[src/rtl/counter_pkg.sv]
`default_nettype none
// ============================================================================
// Module      : counter_pkg
// Description : Shared types for mod_counter: counting mode and control state.
// Revision    : 1.0 - initial release
// ============================================================================
package counter_pkg;

    // Behaviour at the terminal value. MODE_RSVD behaves as MODE_WRAP.
    typedef enum logic [1:0] {
        MODE_WRAP    = 2'b00,
        MODE_SAT     = 2'b01,
        MODE_ONESHOT = 2'b10,
        MODE_RSVD    = 2'b11
    } cnt_mode_t;

    // Control state of the counter.
    typedef enum logic [1:0] {
        S_IDLE = 2'b00,
        S_RUN  = 2'b01,
        S_DONE = 2'b10
    } cnt_state_t;

endpackage
`default_nettype wire

[src/rtl/prescale_tick.sv]
`default_nettype none
// ============================================================================
// Module      : prescale_tick
// Description : Divides enabled cycles by (prescale + 1). tick is asserted
//               combinationally on the enabled cycle that completes a period.
// Ports       : clock    - system clock
//               reset_n  - asynchronous active-low reset
//               restart  - synchronous return of the divider to 0
//               en       - cycle to be counted
//               prescale - period minus one
//               tick     - period complete on this enabled cycle
// Revision    : 1.0 - initial release
// ============================================================================
module prescale_tick #(
    parameter int PRESCALE_W = 8
) (
    input  logic                  clock,
    input  logic                  reset_n,
    input  logic                  restart,
    input  logic                  en,
    input  logic [PRESCALE_W-1:0] prescale,
    output logic                  tick
);

    logic [PRESCALE_W-1:0] cnt;

    // >= rather than == so that lowering prescale below the running count
    // ends the current period at once instead of waiting for a wrap.
    assign tick = en && (cnt >= prescale);

    always_ff @(posedge clock or negedge reset_n) begin
        if (!reset_n) begin
            cnt <= '0;
        end else if (restart) begin
            cnt <= '0;
        end else if (en) begin
            cnt <= tick ? '0 : cnt + 1'b1;
        end
    end

endmodule
`default_nettype wire

[src/rtl/mod_counter.sv]
`default_nettype none
// ============================================================================
// Module      : mod_counter
// Description : WIDTH-bit up/down counter with programmable terminal value,
//               wrap / saturate / one-shot modes, synchronous load and a
//               registered one-cycle terminal-count pulse.
// Build option: MOD_COUNTER_PRESCALE_EN - adds PRESCALE_W and the prescale
//               input; the counter then steps once every prescale+1 enabled
//               RUN cycles.
// Ports       : clock    - system clock
//               reset_n  - asynchronous active-low reset
//               clear    - sync clear to 0 / IDLE (highest priority)
//               start    - IDLE or DONE -> RUN
//               en       - count enable, honoured in RUN only
//               load     - sync load of load_val, state unchanged
//               load_val - value for load
//               limit    - terminal value, sampled every cycle
//               up       - 1 counts 0..limit, 0 counts limit..0
//               mode     - WRAP / SAT / ONESHOT (RSVD acts as WRAP)
//               prescale - step divider (MOD_COUNTER_PRESCALE_EN only)
//               q        - current count
//               tc       - registered terminal-event pulse
//               busy     - state is RUN
//               done     - state is DONE
// Revision    : 1.0 - initial release
// ============================================================================
module mod_counter
    import counter_pkg::*;
#(
    parameter int WIDTH = 16
`ifdef MOD_COUNTER_PRESCALE_EN
    ,
    parameter int PRESCALE_W = 8
`endif
) (
    input  logic                  clock,
    input  logic                  reset_n,
    input  logic                  clear,
    input  logic                  start,
    input  logic                  en,
    input  logic                  load,
    input  logic [WIDTH-1:0]      load_val,
    input  logic [WIDTH-1:0]      limit,
    input  logic                  up,
    input  cnt_mode_t             mode,
`ifdef MOD_COUNTER_PRESCALE_EN
    input  logic [PRESCALE_W-1:0] prescale,
`endif
    output logic [WIDTH-1:0]      q,
    output logic                  tc,
    output logic                  busy,
    output logic                  done
);

    cnt_state_t       state;
    cnt_state_t       state_nxt;
    logic [WIDTH-1:0] q_nxt;
    logic             tc_nxt;
    logic             step;
    logic             at_terminal;

`ifdef MOD_COUNTER_PRESCALE_EN
    logic run_en;
    logic restart;

    assign run_en  = (state == S_RUN) && en;
    // Any event that repositions the count, or being outside RUN, starts a
    // fresh prescale period so the first step is always a full period away.
    assign restart = clear | load | start | (state != S_RUN);

    prescale_tick #(
        .PRESCALE_W (PRESCALE_W)
    ) u_prescale_tick (
        .clock    (clock),
        .reset_n  (reset_n),
        .restart  (restart),
        .en       (run_en),
        .prescale (prescale),
        .tick     (step)
    );
`else
    assign step = (state == S_RUN) && en;
`endif

    // Up-counting uses >= so that a limit lowered below q mid-count is
    // treated as reached instead of running on through the full range.
    assign at_terminal = up ? (q >= limit) : (q == '0);

    always_comb begin
        state_nxt = state;
        q_nxt     = q;
        tc_nxt    = 1'b0;

        if (clear) begin
            q_nxt     = '0;
            state_nxt = S_IDLE;
        end else if (load) begin
            q_nxt = load_val;
        end else if (start && (state != S_RUN)) begin
            state_nxt = S_RUN;
            // From IDLE q is kept (so a preload survives); from DONE the
            // count restarts at the beginning of the range.
            if (state == S_DONE) begin
                q_nxt = up ? '0 : limit;
            end
        end else if (step) begin
            if (at_terminal) begin
                tc_nxt = 1'b1;
                case (mode)
                    MODE_SAT:     q_nxt = up ? limit : '0;
                    MODE_ONESHOT: state_nxt = S_DONE;
                    default:      q_nxt = up ? '0 : limit;
                endcase
            end else begin
                q_nxt = up ? q + 1'b1 : q - 1'b1;
            end
        end
    end

    always_ff @(posedge clock or negedge reset_n) begin
        if (!reset_n) begin
            state <= S_IDLE;
            q     <= '0;
            tc    <= 1'b0;
        end else begin
            state <= state_nxt;
            q     <= q_nxt;
            tc    <= tc_nxt;
        end
    end

    assign busy = (state == S_RUN);
    assign done = (state == S_DONE);

endmodule
`default_nettype wire

[config.mk]
export PLATFORM = sky130hd
export DESIGN_NAME = mod_counter
export DESIGN_NICKNAME = d
export VERILOG_FILES = /design/src/rtl/counter_pkg.sv /design/src/rtl/prescale_tick.sv /design/src/rtl/mod_counter.sv
export SDC_FILE = /design/constraint.sdc
export NUM_CORES = 1
export LEC_CHECK = 0
export CAP_MARGIN = 10
export CORE_MARGIN = 2
export CORE_UTILIZATION = 50
export CTS_BUF_LIST = sky130_fd_sc_hd__clkbuf_2
export DETAILED_ROUTE_END_ITERATION = 6
export DONT_BUFFER_PORTS = 1
export PLACE_DENSITY = 0.69
export SYNTH_ARGS = -nofsm -noshare
export SYNTH_HDL_FRONTEND = slang
export SYNTH_HIERARCHICAL = 1
export SYNTH_SLANG_ARGS = --single-unit
[constraint.sdc]
create_clock -name clock -period 2.9 [get_ports clock]
set_input_delay 0.58 -clock clock [delete_from_list [all_inputs] [get_ports clock]]
set_output_delay 0.58 -clock clock [all_outputs]
set_load 0.01 [all_outputs]
* After elaboration in Yosys (flattened, before gate mapping)
Cells that the tools add are included.
** Word-level totals
- Bits in registers :: 19
- Logic and storage cells :: 45
- Bits of input ports :: 41
- Output and inout bits :: 19
** Operators by class
- Eq/ne operators :: 8
- Mux-type cells :: 22
- Magnitude comparators :: 1
- Reduce and logical (&&, ||, !) cells :: 9
- $add $sub $neg :: 2
** Operator list (number)
- 2-to-1 mux 16 bit :: 9
- case mux 16 bit (2 select lines) :: 1
- adder 16 x 1 -> 16 bit, second input constant :: 1
- >= comparator 16 bit :: 1
- zero test 16 bit :: 1
- subtractor 16 x 1 -> 16 bit, second input constant :: 1
- 2-to-1 mux 2 bit :: 6
- nonzero test 3 bit :: 3
- 2-to-1 mux 1 bit :: 6
- != test 5 bit, second input constant :: 1
- == test 2 x 1 -> 1 bit, second input constant :: 2
- == test 2 bit, second input constant :: 2
- != test 4 bit, second input constant :: 1
- AND reduction 4 bit :: 1
- nonzero test 4 bit :: 1
- AND reduction 3 bit :: 1
- logical AND 1 bit :: 2
- != test 2 x 1 -> 1 bit, second input constant :: 1
- != test 2 bit, second input constant :: 1

* Depth between registers and ports, before layout
Gate-level depths: netlist of run 1.
- Depth after elaboration :: 7
- Depth in mapped cells :: 11
- Gate-level depth less buffers :: 9

* Worst setup path after synthesis of run 1
OpenSTA, ideal clock, no wires.
- Path type :: input-to-reg
- Start :: in up
- End :: reg q[13]
- Path slack :: -0.065 ns
- Stages on the path :: 10
- Setup time :: 0.110 ns
- Required time :: 2.790 ns
- Data arrival time :: 2.855 ns
- Buffers on the path :: 1
- Cells stage by stage :: buf_2 -> inv_1 -> ha_1 -> a211oi_1 -> o211a_1 -> nor2_1 -> o41ai_1 -> xnor2_1 -> a221oi_1 -> o41ai_1
** Between the ends
- Longest elaborated chain between the ends :: 7
- Elaborated cells between the ends (all ways) :: 13
- Those cells by class :: eq/ne: 1; mux: 11; reduce/logical: 1
** RTL lines
- start: declaration :: line mod_counter.sv:44 : input logic up,
- 2-to-1 mux 16 bit, on equally long branches :: line mod_counter.sv:104, mod_counter.sv:112, mod_counter.sv:110
- case mux 16 bit (2 select lines) :: line mod_counter.sv:109 : case (mode)
- 2-to-1 mux 16 bit :: line mod_counter.sv:107 : if (at_terminal) begin
- 2-to-1 mux 16 bit :: line mod_counter.sv:106 : end else if (step) begin
- 2-to-1 mux 16 bit :: line mod_counter.sv:99 : end else if (start && (state != S_RUN)) begin
- 2-to-1 mux 16 bit :: line mod_counter.sv:97 : end else if (load) begin
- 2-to-1 mux 16 bit :: line mod_counter.sv:94 : if (clear) begin
- end signal: assignment :: line mod_counter.sv:127 : q <= q_nxt;
- end: declaration :: line mod_counter.sv:49 : output logic [WIDTH-1:0] q,
Parallel ways exist; a longest one is shown, timed or not. The select of a mux whose other input is x is not followed.
A chain may end at the register's enable or synchronous reset.

* Worst setup path in the final report of run 1
- Start :: reg q[0]
- End :: reg q[11]
** Between the ends
- Longest elaborated chain between the ends :: 7
- Elaborated cells between the ends (all ways) :: 13
- Those cells by class :: add/sub: 2; order compare: 1; eq/ne: 1; mux: 7; reduce/logical: 2
** RTL lines
- subtractor 16 x 1 -> 16 bit (tied with other cells) :: line mod_counter.sv:115 : q_nxt = up ? q + 1'b1 : q - 1'b1;
- 2-to-1 mux 16 bit / 2-to-1 mux 1 bit (equally long branches) :: line mod_counter.sv:115, mod_counter.sv:87
- 2-to-1 mux 16 bit :: line mod_counter.sv:107
- 2-to-1 mux 16 bit :: line mod_counter.sv:106
- 2-to-1 mux 16 bit :: line mod_counter.sv:99
- 2-to-1 mux 16 bit :: line mod_counter.sv:97
- 2-to-1 mux 16 bit :: line mod_counter.sv:94
Parallel ways exist; a longest one is shown, timed or not. The select of a mux whose other input is x is not followed.

==> results.md, run 1 <==
- Status: completed
- Worst-path clk slew: 0.21 ns
- Most common flop cell mapped by yosys: dfrtp_1
- DP Wirelength: 5884 µm
- Design Area, Final: 2743 µm²
- Fmax: around 0.36 GHz
- DP Cell Count: between 300 and 400
- Diodes inserted: 0
- Synth cell types: 64
- Sequential share of the synthesized area: 20.31%
- RSZ-0062 raised after global routing: false
- Io pins: 60
- Crit. End Element: register
- Post-synth top cells: ha_1, nor2_1, inv_1
- CP required: 3.13 ns
- CTS tree: yes
- Die height: 72.43 µm
- Pwr dens: slightly below 400 nW/µm²
- Die ar.: 5245 µm²
- Layout area overhead: 17.16%
- Min-Delay Path Class: input port to register
- Post-synth ARST share: 100.0%
- M2 GR Usage: between 40 and 50%
- Post-synth net total: 358
- YS warnings: 6
- Initial Utilization: 52.67%
- Final Hold Viols: 0
- Crit path kind: register to register
- Inserted Clock Buffers: 3
- Pins Over Slew Limit: 0
- Post-synth EDFFs: 0
- Syn Inst Count: 286
- First-pass GRT wire length: ~11000 µm
- Routed length per instance: approximately 19 µm
- Vias per cell: 6.528
- Final period util: 94.78%
- Routed WL: 7202 µm
- FP Rows: 24
- H-tree levels: 1
- Cell Area, Synth: about 2300 µm²
- PortBufs: 0
- Worst-Margin Slew: 0.9507 ns
- GPL Wtd Cong: a little over 0.9
- Met3 Track Usage GR: 6.944%
- Total setup buffers inserted after CTS: 0
- Busiest grt layer: met2
- Flops & latches, synth: 19
- TNS Setup: 0 ns
- Tmin final: ~2.7 ns
- Yosys top cell by area: dfrtp_1
- Nets: ~400
- Total power: approximately 1.1 mW
- Residual DRC count: 0
- Largest cells by area after synthesis: dfrtp_1, ha_1, nor2_1
- Worst Hold Margin: 0.2742 ns
- Via count: 2422
- GR Util met1: 34.83%
- Slew HR: about 36%
- Layout cells sized above 1: 16.61%
- DRC marker count from the first detailed-route iteration: 133
- Peak supply drop: a little under 0.3 mV
- Die Width: a little over 70 µm
- Syn_area_per_cell: 8.185 µm²
- Initial antenna violation count: 0
- Core box area: 4444 µm²
- Most common cell in the synthesized netlist: ha_1
- Final Non-Filler Cells: 371
- P_leak: 1.297 nW
- CP startpoint kind: register
- First-pass DRT Iterations: 4
- Post-DRT Antenna Nets: 0
- Clock Tree Root: clkbuf_2
- CP Max Fanout: 12
- Gr usage total: 27.83%
- Later-pin clock latency in the skew report: about 0.33 ns
- Largest net degree at the start of global routing: 21
- Vias in the first global route: roughly 2.4k
- # setup viols final: 0
- Yosys top cell area share: approximately a fifth
- Clk_skew: ~0.016 ns
- Max Buffers Root-to-Sink: 2
- Max-cap violation count: 0
- Dpl cell area: 2653 µm²
- Worst Path Arrival: 2.98 ns
- # clock sinks: 19
- Global route total overflow: 0
## layout make-up
cell class	instances	area (µm²)
Multi-Input combinational cell	232	1784
Clock buffer	3	15.01
Inverter	27	105.1
Tap cell	52	65.06
Sequential cell	19	475.5
Fill cell	402	1702
Clock inverter	1	5.005
Timing Repair Buffer	37	292.8
## critical path: stages (launching register included)
cell and delay (ns):
dfrtp_1 0.42, inv_1 0.12, ha_1 0.24, nand2b_1 0.17
a2111oi_4 0.42, a2111oi_4 0.12, o31a_1 0.36, a32o_2 0.35
buf_12 0.18, a22o_1 0.25
## cell usage in the layout, fill, tap and decap left out, drive strengths merged, types with 3 or more instances in the layout
| cell type | synthesis | routed |
|---|---|---|
| a211oi | 4 | 4 |
| a21o | 7 | 7 |
| a21oi | 19 | 19 |
| a221oi | 3 | 3 |
| a222oi | 5 | 5 |
| a22oi | 3 | 3 |
| a32o | 3 | 3 |
| and4 | 4 | 4 |
| buf | 4 | 36 |
| clkbuf | 4 | 3 |
| dfrtp | 19 | 19 |
| ha | 30 | 30 |
| inv | 26 | 25 |
| nand2 | 19 | 19 |
| nand2b | 5 | 5 |
| nand3 | 4 | 4 |
| nor2 | 30 | 30 |
| nor2b | 4 | 4 |
| nor3 | 4 | 4 |
| nor4 | 8 | 8 |
| o21a | 3 | 3 |
| o21ai | 14 | 14 |
| o21bai | 3 | 3 |
| o31ai | 9 | 9 |
| o41ai | 3 | 3 |
| xnor2 | 10 | 10 |
## path summary, 6_finish.rpt
| kind | startpoint | end | slack (ns) | depth (start not counted) |
|---|---|---|---|---|
| max in group asynchronous | reset_n | q[8] | 1.51 | 1 |
| worst min register to register | q[1] | q[1] | 0.61 | 1 |
| worst max-delay path | q[0] | q[11] | 0.15 | 9 |
| worst min-delay path | clear | state[0] | 0.27 | 1 |
| worst max register to register | q[0] | q[11] | 0.15 | 9 |
| min in group asynchronous | reset_n | q[2] | 0.80 | 1 |
## per-stage QoR
stage / setup WS (ns) / util (%)
2_1_floorplan: -0.0008364 / -
3_3_place_gp: -0.1299 / 59.68
3_5_place_dp: -0.1633 / 59.68
4_1_cts: 0.04325 / 60.47
5_1_grt: 0.02886 / 61.71
6_report: 0.1513 / 61.71
## where the power goes
part           total (mW)  switching [mW]  internal [mW]
combinational       0.636           0.345          0.291
sequential          0.314          0.0219          0.292
clock               0.124          0.0924         0.0312
total                1.07           0.459          0.614
## logic make-up (layout without fill, tap and decap cells)
| logic type | count (synthesis) | count (layout) | share of synthesized area, % |
|---|---|---|---|
| simple gates | 87 | 87 | 18.55 |
| mux | 1 | 1 | 0.4276 |
| flops | 19 | 19 | 20.31 |
| compound gates | 101 | 101 | 32.98 |
| buf+inv | 35 | 68 | 6.360 |
| xor+xnor | 12 | 12 | 4.490 |
| fa+ha+maj | 31 | 31 | 16.89 |
## sequential cells by signal, indices dropped and copies added, names as in the netlist
signal  count
q          16
state       2
tc          1
## routing by layer
metal	up-vias	part of all wire (%)
li1	1166	-
met1	1120	40
met2	123	47
met3	13	11
met4	0	2.3
met5	-	0
## timing repair
action,CTS,global route
setup endpoints to repair,8,12
resized for setup,1,6
hold buffers,1,0
hold endpoints to repair,19,0
Power figures use the tool's default switching activity.
==> inputs of run 2 (changes only) <==
- CORE_MARGIN: 2 -> not set
- CTS_CLUSTER_SIZE: not set -> 8
==> run 2 against run 1 <==
Against the previous run: sequential power up 5%; first-iteration DRC count grew 15%; power fell by 1.7%; critical endpoint is now q[0].
==> results.md, run 2 (same netlist as run 1, synthesis figures left out) <==
- Status: completed
- First-pass GRT wire length: 11890 µm (+5.2%)
- Inserted Clock Buffers: 3 (unchanged)
- # clock sinks: 19 (unchanged)
- DP Cell Count: 364 (-0.55%)
- Tmin final: 2.761 ns (+0.01226 ns)
- First-pass DRT Iterations: 5 (+1)
- Worst-Margin Slew: 0.9990 ns (+0.04833 ns)
- PortBufs: 0 (unchanged)
- Vias per cell: 6.584 (+0.85%)
- Die ar.: 4960 µm² (-5.4%)
- Routed length per instance: 19.28 µm (-0.69%)
- Final period util: 95.20% (+0.42 points)
- Initial Utilization: 53.03% (+0.36 points)
- Flop pwr share: 31.3% (+2.1 points)
- Slew HR: 33.18% (-3.2 points)
- Internal: 600.5 µW (-2.2%)
- Residual DRC count: 0 (unchanged)
- # fillers: 396 (-1.5%)
- Fmax: 0.3622 GHz (-0.44%)
- Clock Tree Root: clkbuf_2
- Via count: 2436 (+0.58%)
- Crit path kind: register to register
- Commonest non-fill, non-tap cell in the layout: buf_4
- Io pins: 60 (unchanged)
- Crit. End Element: register
- H-tree levels: 1 (unchanged)
- Final Non-Filler Cells: 370 (-0.27%)
- Pwr dens: 394.3 nW/µm² (+0.78%)
- Die Width: 70.43 µm (-2.8%)
- DRC marker count from the first detailed-route iteration: 153 (+15%)
- Worst-path clk slew: 0.22 ns (about the same)
- Vias in the first global route: 2402 (+0.42%)
- Routed WL: 7133 µm (-0.96%)
- Post-DRT Antenna Nets: 0 (unchanged)
- Later-pin clock latency in the skew report: 0.34 ns (about the same)
- Final Hold Viols: 0 (unchanged)
- Die height: 70.43 µm (-2.8%)
- CP required: 3.20 ns (+0.07 ns)
- Initial antenna violation count: 0 (unchanged)
- Final Core Density: 60.63% (-1.1 points)
- Comb pwr share: 56.4% (-2.9 points)
- Clock share of power: 12.3% (+0.8 points)
- Layout cells sized above 1: 16.35% (-0.26 points)
- CP startpoint kind: register
- Max-cap violation count: 0 (unchanged)
- Gr usage total: 30.44% (+2.6 points)
- Worst Path Arrival: 3.06 ns (+0.08 ns)
- Clk_skew: 0.006525 ns (-0.009878 ns)
- # setup viols final: 0 (unchanged)
- Nets: 391 (-0.26%)
- Peak supply drop: 0.1876 mV (-35%)
- Min-Delay Path Class: input port to register
- Top flop regs: q x16, state x2, tc x1
- CTS tree: yes
- Largest register FFs: 16 (unchanged)
- Largest register by flop count: q
- GPL Wtd Cong: 0.8886 (-1.9%)
- DP Wirelength: 5651 µm (-3.9%)
- P_leak: 1.276 nW (-1.7%)
- Layout area overhead: 14.32%
- Global route total overflow: 0 (unchanged)
- Diodes inserted: 0 (unchanged)
- Max Buffers Root-to-Sink: 2 (unchanged)
- FP Rows: 24 (unchanged)
- Switching share of total power: 43.09% (+0.30 points)
- Core box area: 4414 µm² (-0.68%)
- CP Max Fanout: 11 (-1)
- Commonest non-fill, non-tap cells in the layout: buf_4, ha_1, nor2_1
- Pins Over Slew Limit: 0 (unchanged)
- Switch Pwr: 454.7 µW (-0.97%)
- Largest net degree at the start of global routing: 21 (unchanged)
[run 2: worst paths after layout]
check	start	to	slack (ns)	cells after the start
worst max register to register	q[0]	q[0]	0.14	10
worst min register to register	state[1]	state[1]	0.61	2
worst min-delay path	clear	state[0]	0.28	1
worst max-delay path	q[0]	q[0]	0.14	10
min in group asynchronous	reset_n	q[2]	0.82	1
max in group asynchronous	reset_n	q[8]	1.43	1
[run 2: worst max-delay path, cell delays in order (launching register included)]
cell and delay, ns:
dfrtp_1 0.43, inv_1 0.12, ha_1 0.24, nand2b_1 0.15
a2111oi_2 0.39, a2111oi_2 0.13, o31a_1 0.37, a32o_2 0.35
nor2_1 0.25, buf_4 0.17, a32o_1 0.14
[run 2: area by class of cell]
cell class,count,area [µm²],share of cell area (%)
clock buffer,3,15.01,0.5610
clock inverter,1,5.005,0.1870
inverter,27,105.1,3.927
multi-input combinational,232,1737,64.89
sequential,19,476.7,17.81
tap,52,65.06,2.431
timing repair buffer,36,272.8,10.19
[run 2: power groups by stage]
| stage | logic (mW) | clock network [mW] | registers, mW |
|---|---|---|---|
| 6_report | 0.595 | 0.130 | 0.330 |
| 2_1_floorplan | 0.394 | 0 | 0.340 |
| 5_1_grt | 0.664 | 0.143 | 0.334 |
| 3_3_place_gp | 0.565 | 0 | 0.335 |
| 3_5_place_dp | 0.575 | 0 | 0.335 |
| 4_1_cts | 0.585 | 0.130 | 0.330 |
[run 2: metrics by stage]
stage / setup TNS [ns] / instance area, µm² / setup WS (ns) / hold slack, ns / power [mW]
after floorplan: -0.0008364 / 2352 / -0.0008364 / 0.2844 / 0.7343
after global placement: 0 / 2625 / 0.01000 / 0.2849 / 0.8999
after detailed placement: -0.07240 / 2625 / -0.05449 / 0.2850 / 0.9092
after CTS: 0 / 2655 / 0.05154 / 0.2731 / 1.045
after global routing: -0.02826 / 2676 / -0.02826 / 0.2467 / 1.142
final: 0 / 2676 / 0.1391 / 0.2763 / 1.055
[run 2: what timing repair did]
item / in CTS / in global routing
endpoints found under the setup margin: 0 / 7
hold endpoints to repair: 19 / 0
buffers inserted: 0 / 1
hold buffers: 1 / 0
resized for setup: 0 / 3
[run 2: metal layers]
metal  global-route usage, %  up-vias  wire length (µm)
met4                   5.778        0                60
met3                   8.802        8               622
met1                   40.13     1148              3123
met5                       0        -                 0
li1                        -     1169                 -
met2                   49.52      111              3327
==> inputs of run 3 (changes only) <==
- MAX_ROUTING_LAYER: not set -> met4
==> run 3 against run 2 <==
Against the previous run: final cell count stayed put; combinational power hardly changed; flip-flop and latch count stayed put; via count is 0.57% lower; power hardly changed; sequential power hardly changed; critical path depth is 1 higher; cell area stayed put; setup slack better by 0.0032 ns; first-iteration DRC count is 10% higher.
==> results.md, run 3 (same netlist as run 1, synthesis figures left out) <==
- Residual DRC count: 0 (unchanged)
- Initial antenna violation count: 0 (unchanged)
- PortBufs: 0 (unchanged)
- Final Core Density: 60.63% (unchanged)
- CTS tree: yes
- Met3 Track Usage GR: 8.369% (-0.43 points)
- FP Rows: 24 (unchanged)
- Status: completed
- Via count: 2422 (-0.57%)
- Layout cells sized above 1: 16.35% (unchanged)
- Vias in the first global route: 2403 (+0.042%)
- Global route total overflow: 0 (unchanged)
- Min-Delay Path Class: input port to register
- Largest net degree at the start of global routing: 21 (unchanged)
- Peak supply drop: 0.1874 mV (-0.11%)
- Vias per cell: 6.546 (-0.57%)
- First-pass DRT Iterations: 4 (-1)
- Clk_skew: 0.008992 ns (+0.002466 ns)
- Io pins: 60 (unchanged)
- Tmin final: 2.758 ns (-0.003190 ns)
- Slew HR: 32.26% (-0.92 points)
- Max Buffers Root-to-Sink: 2 (unchanged)
- DRC marker count from the first detailed-route iteration: 169 (+10%)
- Die Width: 70.43 µm (unchanged)
- GPL Wtd Cong: 0.9035 (+1.7%)
- Pre-CTS setup slack: -0.05449 ns (unchanged)
- Diodes inserted: 0 (unchanged)
- Gr usage total: 31.32% (+0.89 points)
- H-tree levels: 1 (unchanged)
- Post-DRT Antenna Nets: 0 (unchanged)
- Largest register by flop count: q
- Max incr delay on CP: 0.43 ns (about the same)
- Commonest non-fill, non-tap cell in the layout: buf_4
- Final period util: 95.09% (-0.11 points)
- Worst Path Arrival: 3.02 ns (-0.04 ns)
- TNS Setup: 0 ns (unchanged)
- Busiest grt layer: met2
- GR Util met1: 40.48% (+0.36 points)
- Final Non-Filler Cells: 370 (unchanged)
- # clock sinks: 19 (unchanged)
- Crit path kind: register to register
- Nets: 391 (unchanged)
- Pwr dens: 394.1 nW/µm² (about the same)
- Die ar.: 4960 µm² (unchanged)
- # setup viols final: 0 (unchanged)
- Final Hold Viols: 0 (unchanged)
- Worst-Margin Slew: 1.013 ns (+0.01375 ns)
- CP required: 3.16 ns (-0.04 ns)
- CP Max Fanout: 6 (-5)
- Inserted Clock Buffers: 3 (unchanged)
- P_leak: 1.276 nW (unchanged)
- Top flop regs: q x16, state x2, tc x1
- DP Wirelength: 5651 µm (unchanged)
- Worst-path clk slew: 0.22 ns (about the same)
- Layout area overhead: 14.32% (unchanged)
- Core box area: 4414 µm² (unchanged)
- Clock Tree Root: clkbuf_2
- Total power: 1.055 mW (about the same)
- CP max stage cell: dfrtp_1
- Crit. End Element: register
- Routed WL: 7103 µm (-0.42%)
- First-pass GRT wire length: 11880 µm (about the same)
- Commonest non-fill, non-tap cells in the layout: buf_4, ha_1, nor2_1
- # fillers: 396 (unchanged)
- M2 GR Usage: 49.52% (unchanged)
- Later-pin clock latency in the skew report: 0.34 ns (about the same)
- Routed length per instance: 19.20 µm (-0.42%)
- DP Cell Count: 364 (unchanged)
- Initial Utilization: 53.03% (unchanged)
- Max-cap violation count: 0 (unchanged)
- Largest register FFs: 16 (unchanged)
- Pins Over Slew Limit: 0 (unchanged)
- Setup slack after layout: 0.1423 ns (+0.003190 ns)
- Fmax: 0.3626 GHz (+0.12%)
- Die height: 70.43 µm (unchanged)
- CP startpoint kind: register
- Cell Chain, Critical Path: inv_1 -> ha_1 -> nand2b_1 -> a2111oi_2 -> a2111oi_2 -> o31a_1 -> buf_4 -> a32oi_2 -> buf_4 -> nand2_1 -> o31ai_1
run 3: cell counts in the layout (fill, tap and decap cells not counted):
Identical to the previous run, type by type.
run 3: metal layers:
metal	vias to the layer above	part of all wire, %
met5	-	0
met1	1148	44
met4	0	0.56
met3	6	8.1
met2	99	47
li1	1169	-
run 3: per-stage QoR:
| step | cell area [µm²] | hold slack, ns |
|---|---|---|
| CTS | 2655 | 0.2731 |
| floorplan | 2352 | 0.2844 |
| finish | 2676 | 0.2756 |
| global placement | 2625 | 0.2849 |
| global route | 2676 | 0.2467 |
| detailed placement | 2625 | 0.2850 |
run 3: path summary, 6_finish.rpt:
path	start	to	slack, ns	depth (start not counted)
min in group asynchronous	reset_n	q[2]	0.82	1
max in group asynchronous	reset_n	q[8]	1.42	1
worst min-delay path	clear	state[0]	0.28	1
worst min register to register	q[1]	q[1]	0.61	1
worst max register to register	q[0]	q[15]	0.14	11
worst max-delay path	q[0]	q[15]	0.14	11
run 3: cell type report:
cell class | instances | area (µm²) | share of cell area [%]
tap | 52 | 65.06 | 2.431
inverter | 27 | 105.1 | 3.927
multi-input combinational | 232 | 1737 | 64.89
clock buffer | 3 | 15.01 | 0.5610
sequential | 19 | 476.7 | 17.81
timing repair buffer | 36 | 272.8 | 10.19
clock inverter | 1 | 5.005 | 0.1870
run 3: repair_timing:
item,CTS,global route
endpoints found under the setup margin,0,7
endpoints found under the hold margin,19,0
hold buffers,1,0
resized for setup,0,3
buffers inserted,0,1
run 3: worst max-delay path: cells and delay by family, from the launching register on:
kind | cells | cell delay (ns)
AOI/OAI and AO/OA | 5 | 1.34
DFF | 1 | 0.43
adders and majority gates | 1 | 0.24
buffers and inverters | 3 | 0.47
and+or+nand+nor | 2 | 0.20
run 3: where the power goes:
group          switching (mW)  leakage [nW]  internal, mW
Sequential             0.0380         0.248         0.292
Combinational           0.317          1.01         0.277
Clock                  0.0992        0.0164        0.0313
Total                   0.454          1.28         0.601
